**config.mk**
```make
export PLATFORM = sky130hd
export DESIGN_NAME = id_ex_stage
export DESIGN_NICKNAME = d
export VERILOG_FILES = /design/src/rtl/mips_pkg.sv /design/src/rtl/id_ex_stage_fwd_mux.sv /design/src/rtl/id_ex_stage.sv
export SDC_FILE = /design/constraint.sdc
export NUM_CORES = 1
export LEC_CHECK = 0
export ABC_AREA = 0
export BUFFER_PORTS_ARGS = -buffer_cell sky130_fd_sc_hd__buf_2
export CAP_MARGIN = 15
export CORE_AREA = 2 2 152 154
export DETAILED_ROUTE_END_ITERATION = 6
export DIE_AREA = 0 0 154 156
export HOLD_SLACK_MARGIN = 0.06
export MAX_ROUTING_LAYER = met4
export PLACE_DENSITY = 0.55
export SETUP_SLACK_MARGIN = 0.2
export SYNTH_ARGS = -nofsm -noshare
export SYNTH_HDL_FRONTEND = slang
export SYNTH_HIERARCHICAL = 1
export SYNTH_SLANG_ARGS = --single-unit
```
**constraint.sdc**
```tcl
create_clock -name clk -period 2.6 [get_ports clk]
set_clock_uncertainty 0.15 [all_clocks]
set_input_delay 0.13 -clock clk [delete_from_list [all_inputs] [get_ports clk]]
set_output_delay 0.13 -clock clk [all_outputs]
set_load 0.01 [all_outputs]
```
**src/rtl/mips_pkg.sv**
```systemverilog
// mips_pkg: shared ALU op codes, default datapath widths and the ID/EX register layout
package mips_pkg;
   localparam int DATA_W = 32;
   localparam int ADDR_W = 5;
   localparam logic [2:0] ALU_ADD = 3'd0;
   localparam logic [2:0] ALU_SUB = 3'd1;
   localparam logic [2:0] ALU_AND = 3'd2;
   localparam logic [2:0] ALU_OR  = 3'd3;
   localparam logic [2:0] ALU_SLL = 3'd4;
   localparam logic [2:0] ALU_SRL = 3'd5;
   localparam logic [2:0] ALU_SLT = 3'd6;
   typedef struct packed {
      logic              valid;
      logic [ADDR_W-1:0] rs;
      logic [ADDR_W-1:0] rt;
      logic [ADDR_W-1:0] rd;
      logic [DATA_W-1:0] rs_data;
      logic [DATA_W-1:0] rt_data;
      logic [DATA_W-1:0] imm;
      logic              alusrc;
      logic [2:0]        aluop;
      logic              regwrite;
      logic              memread;
      logic              memwrite;
   } id_ex_t;
endpackage

```
**src/rtl/id_ex_stage_fwd_mux.sv**
```systemverilog
// fwd_mux: selects the freshest value of one source register (EX/MEM over MEM/WB over register file)
module fwd_mux
   import mips_pkg::*;
#(
   parameter int DW = DATA_W,
   parameter int AW = ADDR_W
) (
   input  logic [AW-1:0] addr,
   input  logic [DW-1:0] data,
   input  logic          exmem_regwrite,
   input  logic [AW-1:0] exmem_rd,
   input  logic [DW-1:0] exmem_result,
   input  logic          memwb_regwrite,
   input  logic [AW-1:0] memwb_rd,
   input  logic [DW-1:0] memwb_result,
   output logic [DW-1:0] sel
);
   logic ex_hit, wb_hit;
   always_comb begin
      ex_hit = exmem_regwrite && exmem_rd != '0 && exmem_rd == addr;
      wb_hit = memwb_regwrite && memwb_rd != '0 && memwb_rd == addr;
      sel = ex_hit ? exmem_result : wb_hit ? memwb_result : data;
   end
endmodule

```
**src/rtl/id_ex_stage.sv**
```systemverilog
// id_ex_stage: ID/EX pipeline register with operand forwarding and load-use bubble insertion
// Define ID_EX_FORWARD_EN to enable the EX/MEM and MEM/WB forwarding muxes.
module id_ex_stage
   import mips_pkg::*;
#(
   parameter int DW = DATA_W,
   parameter int AW = ADDR_W
) (
   input  logic          clk,
   input  logic          rst,
   input  logic          stall,
   input  logic          flush,
   input  logic          id_valid,
   input  logic [AW-1:0] id_rs_addr,
   input  logic [AW-1:0] id_rt_addr,
   input  logic [AW-1:0] id_rd_addr,
   input  logic [DW-1:0] id_rs_data,
   input  logic [DW-1:0] id_rt_data,
   input  logic [DW-1:0] id_imm,
   input  logic          id_alusrc,
   input  logic [2:0]    id_aluop,
   input  logic          id_regwrite,
   input  logic          id_memread,
   input  logic          id_memwrite,
   input  logic          exmem_regwrite,
   input  logic [AW-1:0] exmem_rd,
   input  logic [DW-1:0] exmem_result,
   input  logic          memwb_regwrite,
   input  logic [AW-1:0] memwb_rd,
   input  logic [DW-1:0] memwb_result,
   output logic          ex_valid,
   output logic [DW-1:0] ex_in1,
   output logic [DW-1:0] ex_in2,
   output logic [2:0]    ex_aluop,
   output logic [DW-1:0] ex_store_data,
   output logic [AW-1:0] ex_rd_addr,
   output logic          ex_regwrite,
   output logic          ex_memread,
   output logic          ex_memwrite,
   output logic          load_use_stall
);
   id_ex_t r;
   logic [DW-1:0] fwd_rs, fwd_rt;
   logic reg_hazard;
`ifdef ID_EX_FORWARD_EN
   fwd_mux #(.DW(DW), .AW(AW)) u_fwd_rs (
      .addr(r.rs), .data(r.rs_data),
      .exmem_regwrite(exmem_regwrite), .exmem_rd(exmem_rd), .exmem_result(exmem_result),
      .memwb_regwrite(memwb_regwrite), .memwb_rd(memwb_rd), .memwb_result(memwb_result),
      .sel(fwd_rs)
   );
   fwd_mux #(.DW(DW), .AW(AW)) u_fwd_rt (
      .addr(r.rt), .data(r.rt_data),
      .exmem_regwrite(exmem_regwrite), .exmem_rd(exmem_rd), .exmem_result(exmem_result),
      .memwb_regwrite(memwb_regwrite), .memwb_rd(memwb_rd), .memwb_result(memwb_result),
      .sel(fwd_rt)
   );
   assign reg_hazard = 1'b0;
`else
   // Without forwarding any pending EX write to a source must be waited out
   logic unused_fwd;
   assign fwd_rs = r.rs_data;
   assign fwd_rt = r.rt_data;
   assign reg_hazard = r.regwrite;
   assign unused_fwd = ^{exmem_regwrite, exmem_rd, exmem_result, memwb_regwrite, memwb_rd,
                         memwb_result, r.rs, r.rt};
`endif
   always_comb
      load_use_stall = id_valid && r.valid && (r.memread || reg_hazard) && r.rd != '0 &&
                       (r.rd == id_rs_addr || (r.rd == id_rt_addr && !id_alusrc));
   always_ff @(posedge clk)
      if (rst || flush || (!stall && load_use_stall)) r <= '0;
      else if (!stall)
         r <= '{valid: id_valid, rs: id_rs_addr, rt: id_rt_addr, rd: id_rd_addr,
                rs_data: id_rs_data, rt_data: id_rt_data, imm: id_imm, alusrc: id_alusrc,
                aluop: id_aluop, regwrite: id_regwrite, memread: id_memread,
                memwrite: id_memwrite};
   always_comb begin
      ex_valid      = r.valid;
      ex_in1        = fwd_rs;
      ex_in2        = r.alusrc ? r.imm : fwd_rt;
      ex_store_data = fwd_rt;
      ex_aluop      = r.aluop;
      ex_rd_addr    = r.rd;
      ex_regwrite   = r.valid && r.regwrite;
      ex_memread    = r.valid && r.memread;
      ex_memwrite   = r.valid && r.memwrite;
   end
endmodule

```
==> results <==
- The floorplan step set the die height to roughly 160 µm.
- Dividing the detail-routed wire length by the instance count gives ~15 µm.
- In this run the number of H-tree levels came out at 3.
- The path class of the tightest hold or removal check is input pin to flip-flop.
- The number of maximum-capacitance constraint violations is 0.
- Pin placement for this block handled ~310 I/O pins.
- After detailed routing, the total wire length is approximately 17000 µm.
- The fraction of synthesized cell area in xor and xnor cells is under 10%.
- Once placement finished, the instance area stood at 0.00634 mm².
- The worst-margin pin slew is between 0.5 and 0.6 ns.
- Setup repair after global routing left no endpoint under its margin.
- The root cell of the clock tree is clkbuf_16.
- The wire length of the first global-routing pass is 26700 µm.
- Based on the critical path, the design can be clocked at up to around 0.43 GHz.
- Summed over all nets, the half-perimeter wirelength after detailed placement is around 10000 µm.
- Buffers inserted during clock tree synthesis total 9.
- Synthesis produced a netlist whose cell count is ~630.
- The biggest area contributor in the post-synthesis netlist is dfxtp_1.
- The via count of the first global-routing pass came to just over 5k.
- The most repeated cell in the gate-level netlist after synthesis is nand2_1.
- During placement, the flow inserted port buffers numbering about 230.
- The fraction of final layout cells sized beyond drive strength 1 is 35.0%.
- The static leakage is approximately 3.3 nW.
- The number of placement rows is between 50 and 60.
- The worst register-to-register path begins at ex_rd_addr[1].
- The number of sinks on the clock net is 109.
- The initial antenna violation count is 0.
- The ratio of routed vias to standard cells is about 4.8.
- The number of register bits inferred by synthesis is 109.
- Synthesis instantiated 21 different standard cells from the library.
- Yosys attributes the largest share of cell area to dfxtp_1 (40%), a32oi_1 (17%), o21ai_1 (9.9%), buf_4 (9.8%), nand2_1 (7.5%).
- The number of instances in the placed design is a little over 1k.
- The max-slew violation count is 0.
- The first TritonRoute pass finished after 5 iterations.
- Of all flip-flops after synthesis, the portion carrying an async set or reset was 0%.
- The filler-free cell count of the finished design is approximately 1.1k.
- The required time of the critical path is 2.32 ns.
- When the netlist entered floorplanning its net count stood at between 800 and 900.
- Of the post-synthesis cell area, the part taken by muxes is around 6.5%.
- The synthesized netlist devotes 27.7% of its cell area to compound gates.
- The synthesized netlist devotes 8.53% of its cell area to simple gates.
- The final critical path time including I/O delays and setup is 2.30 ns.
- The post-route cell area is a little under 0.008 mm².
- The main combinational cell family by area after synthesis is compound AO/OA/AOI/OAI gates.
- The worst reg-to-reg path cell count is 5.
- The synthesis-to-finish area growth is 42.6%.
- The flip-flop cell with the highest count after synthesis is dfxtp_1.
- The die footprint is around 0.024 mm².
- The ratio of final minimum period to clock period is 88.6%.
- The setup check on the worst reg-to-reg path leaves a slack of between 0.3 and 0.4 ns.
- The power density relative to cell area is around 530 mW/mm².
- The worst-case headroom to the max-slew limit is 63.0%.
- The end point of the critical path is load_use_stall.
- The area of the mapped netlist is between 0.005 and 0.006 mm².
- For this run, design rule violations remaining after detail routing come to 0.
- The later pin in the worst-skew pair is clocked with a latency of 0.35 ns.
- Across every metal layer, demand over resource in global routing totals 14.0%.
- STA puts the critical path data arrival time at between 2 and 2.5 ns.
- Sequential elements use 39.7% of the synthesized area.
- TritonCTS built the clock tree.
- The final count of hold timing violations came to 0.
- The detail route stage leaves a number of antenna-violating nets equal to 0.
- Summing the areas of all fa, ha and maj instances in the mapped netlist gives 0% of the synthesized area.
- The Yosys step of the flow raised 6 warnings.
- Summing over every cut layer, the via total after detailed routing is between 5k and 6k.
- At the end of routability-driven placement, the weighted congestion stood at 0.767.
- The worst register-to-register path ends at r[29].
- The flow ran to the end, and the final reports show no timing, DRC or antenna violations.
- The initial cell density of the core is 24.6%.
- The number of buffers between clock root and the deepest sink is 2.
- The share of synthesized area in the top cell type comes to 39.7%.
- The worst setup path is launched from a flip-flop.
- The post-synthesis average cell area is 8.79 µm².
- The count of fill cells added during filler insertion is roughly 2.3k.
- In this run the worst setup path begins at ex_rd_addr[1].
- The maximum number of pins on one net before global-route repair is ~120.
- VDD sags by at most 0.000357 V.
- The violation count after the first detailed-route iteration is 418.
- The total congestion overflow is 0.
- The type of destination of the critical path is an output port.
- The top fanout value on the critical path is 19.
- The critical path is of the flip-flop to output port type.
- The total power of the final layout is approximately 4.1 mW.
- The area of combinational cells with multiple inputs is 0.00248 mm².
- The register area is 0.00219 mm².
- Adding up every negative setup slack in the final design gives 0 ns.
- The commonest cells after synthesis are nand2_1 (110), a32oi_1 (109), dfxtp_1 (109), o21ai_1 (109), buf_4 (72).
- In this run, synthesis inferred 0 flip-flops with an integrated enable.
- The width of the die is approximately 150 µm.
- The number of setup violations in the final report is 0.
- Clock-pin slew was measured on the worst setup and hold paths at about 0.080 ns.
- The region available for standard cell placement spans 0.0224 mm².
- The number of nets in the final layout is roughly 1.1k.
==> sequential cells by signal, indices dropped and copies added, names as in the netlist <==
signal,flops
ex_rd_addr,5
ex_in1,32
ex_store_data,32
reg_hazard,1
r,35
ex_aluop,3
ex_valid,1
==> report_power, final <==
group	total, mW	leakage (nW)	internal [mW]	switching, mW
clock network	1.53	0.152	0.850	0.681
logic	0.752	2.21	0.396	0.356
registers	1.85	0.898	1.78	0.0732
==> metrics by stage <==
stage | setup slack, ns | utilization, % | hold slack, ns
4_1_cts | 0.224 | 34.8 | 0.213
3_3_place_gp | 0.407 | 28.3 | 0.228
5_1_grt | 0.207 | 35.1 | 0.235
6_report | 0.296 | 35.1 | 0.219
2_1_floorplan | 0.856 | - | 0.113
3_5_place_dp | 0.392 | 28.3 | 0.234
==> critical path, cell delays in order (launching register included) <==
cell and delay, ns:
dfxtp_1 0.38, or4_1 0.60, o221ai_4 0.28, buf_8 0.22
nor2b_1 0.06, buf_2 0.13
==> area by class of cell <==
| class | count | area share (%) |
|---|---|---|
| timing repair buffer | 355 | 31.8 |
| multi-input combinational | 381 | 31.6 |
| sequential | 109 | 27.9 |
| tap | 285 | 4.54 |
| clock buffer | 9 | 2.87 |
| clock inverter | 7 | 1.24 |
| antenna | 1 | 0.0319 |
==> routing by layer <==
metal	GRT usage (%)	part of all wire [%]
met5	-	0
met4	4.85	1.7
met3	2.31	4.0
met2	22.6	48
met1	17.9	47
==> kinds of logic (layout without fill, tap and decap cells) <==
| family | Yosys count | after routing |
|---|---|---|
| other | 0 | 1 |
| muxes | 32 | 32 |
| DFF | 109 | 109 |
| buffers and inverters | 136 | 371 |
| AOI/OAI and AO/OA | 220 | 220 |
| and+or+nand+nor | 119 | 119 |
| xor gates and xnor gates | 10 | 10 |
==> worst min-delay path by stage <==
stage,start,to,cells past startpoint
after floorplan,id_aluop[0],ex_aluop[0],2
after global placement,id_imm[13],r[20],3
after detailed placement,id_regwrite,reg_hazard,3
after CTS,stall,ex_store_data[2],5
after global routing,stall,ex_aluop[1],5
final,stall,ex_aluop[0],5
==> timing repair <==
action | CTS | global route
gates cloned | 1 | 1
hold buffers | 109 | 0
pin swaps | 0 | 1
endpoints found under the setup margin | 1 | 1
hold endpoints to repair | 109 | 0
setup buffers | 0 | 3
gates resized for setup | 1 | 3
==> layout by cell type, fill, tap and decap left out, drive strengths merged, types with 2 or more instances in the layout <==
master	n
bufinv	2
dlygate4sd3	109
nand2	110
clkinvlp	2
clkbuf	10
clkinv	2
buf	244
mux2	32
dfxtp	109
and2	3
o21ai	109
a32oi	109
xnor2	9
Power figures use the tool's default switching activity.
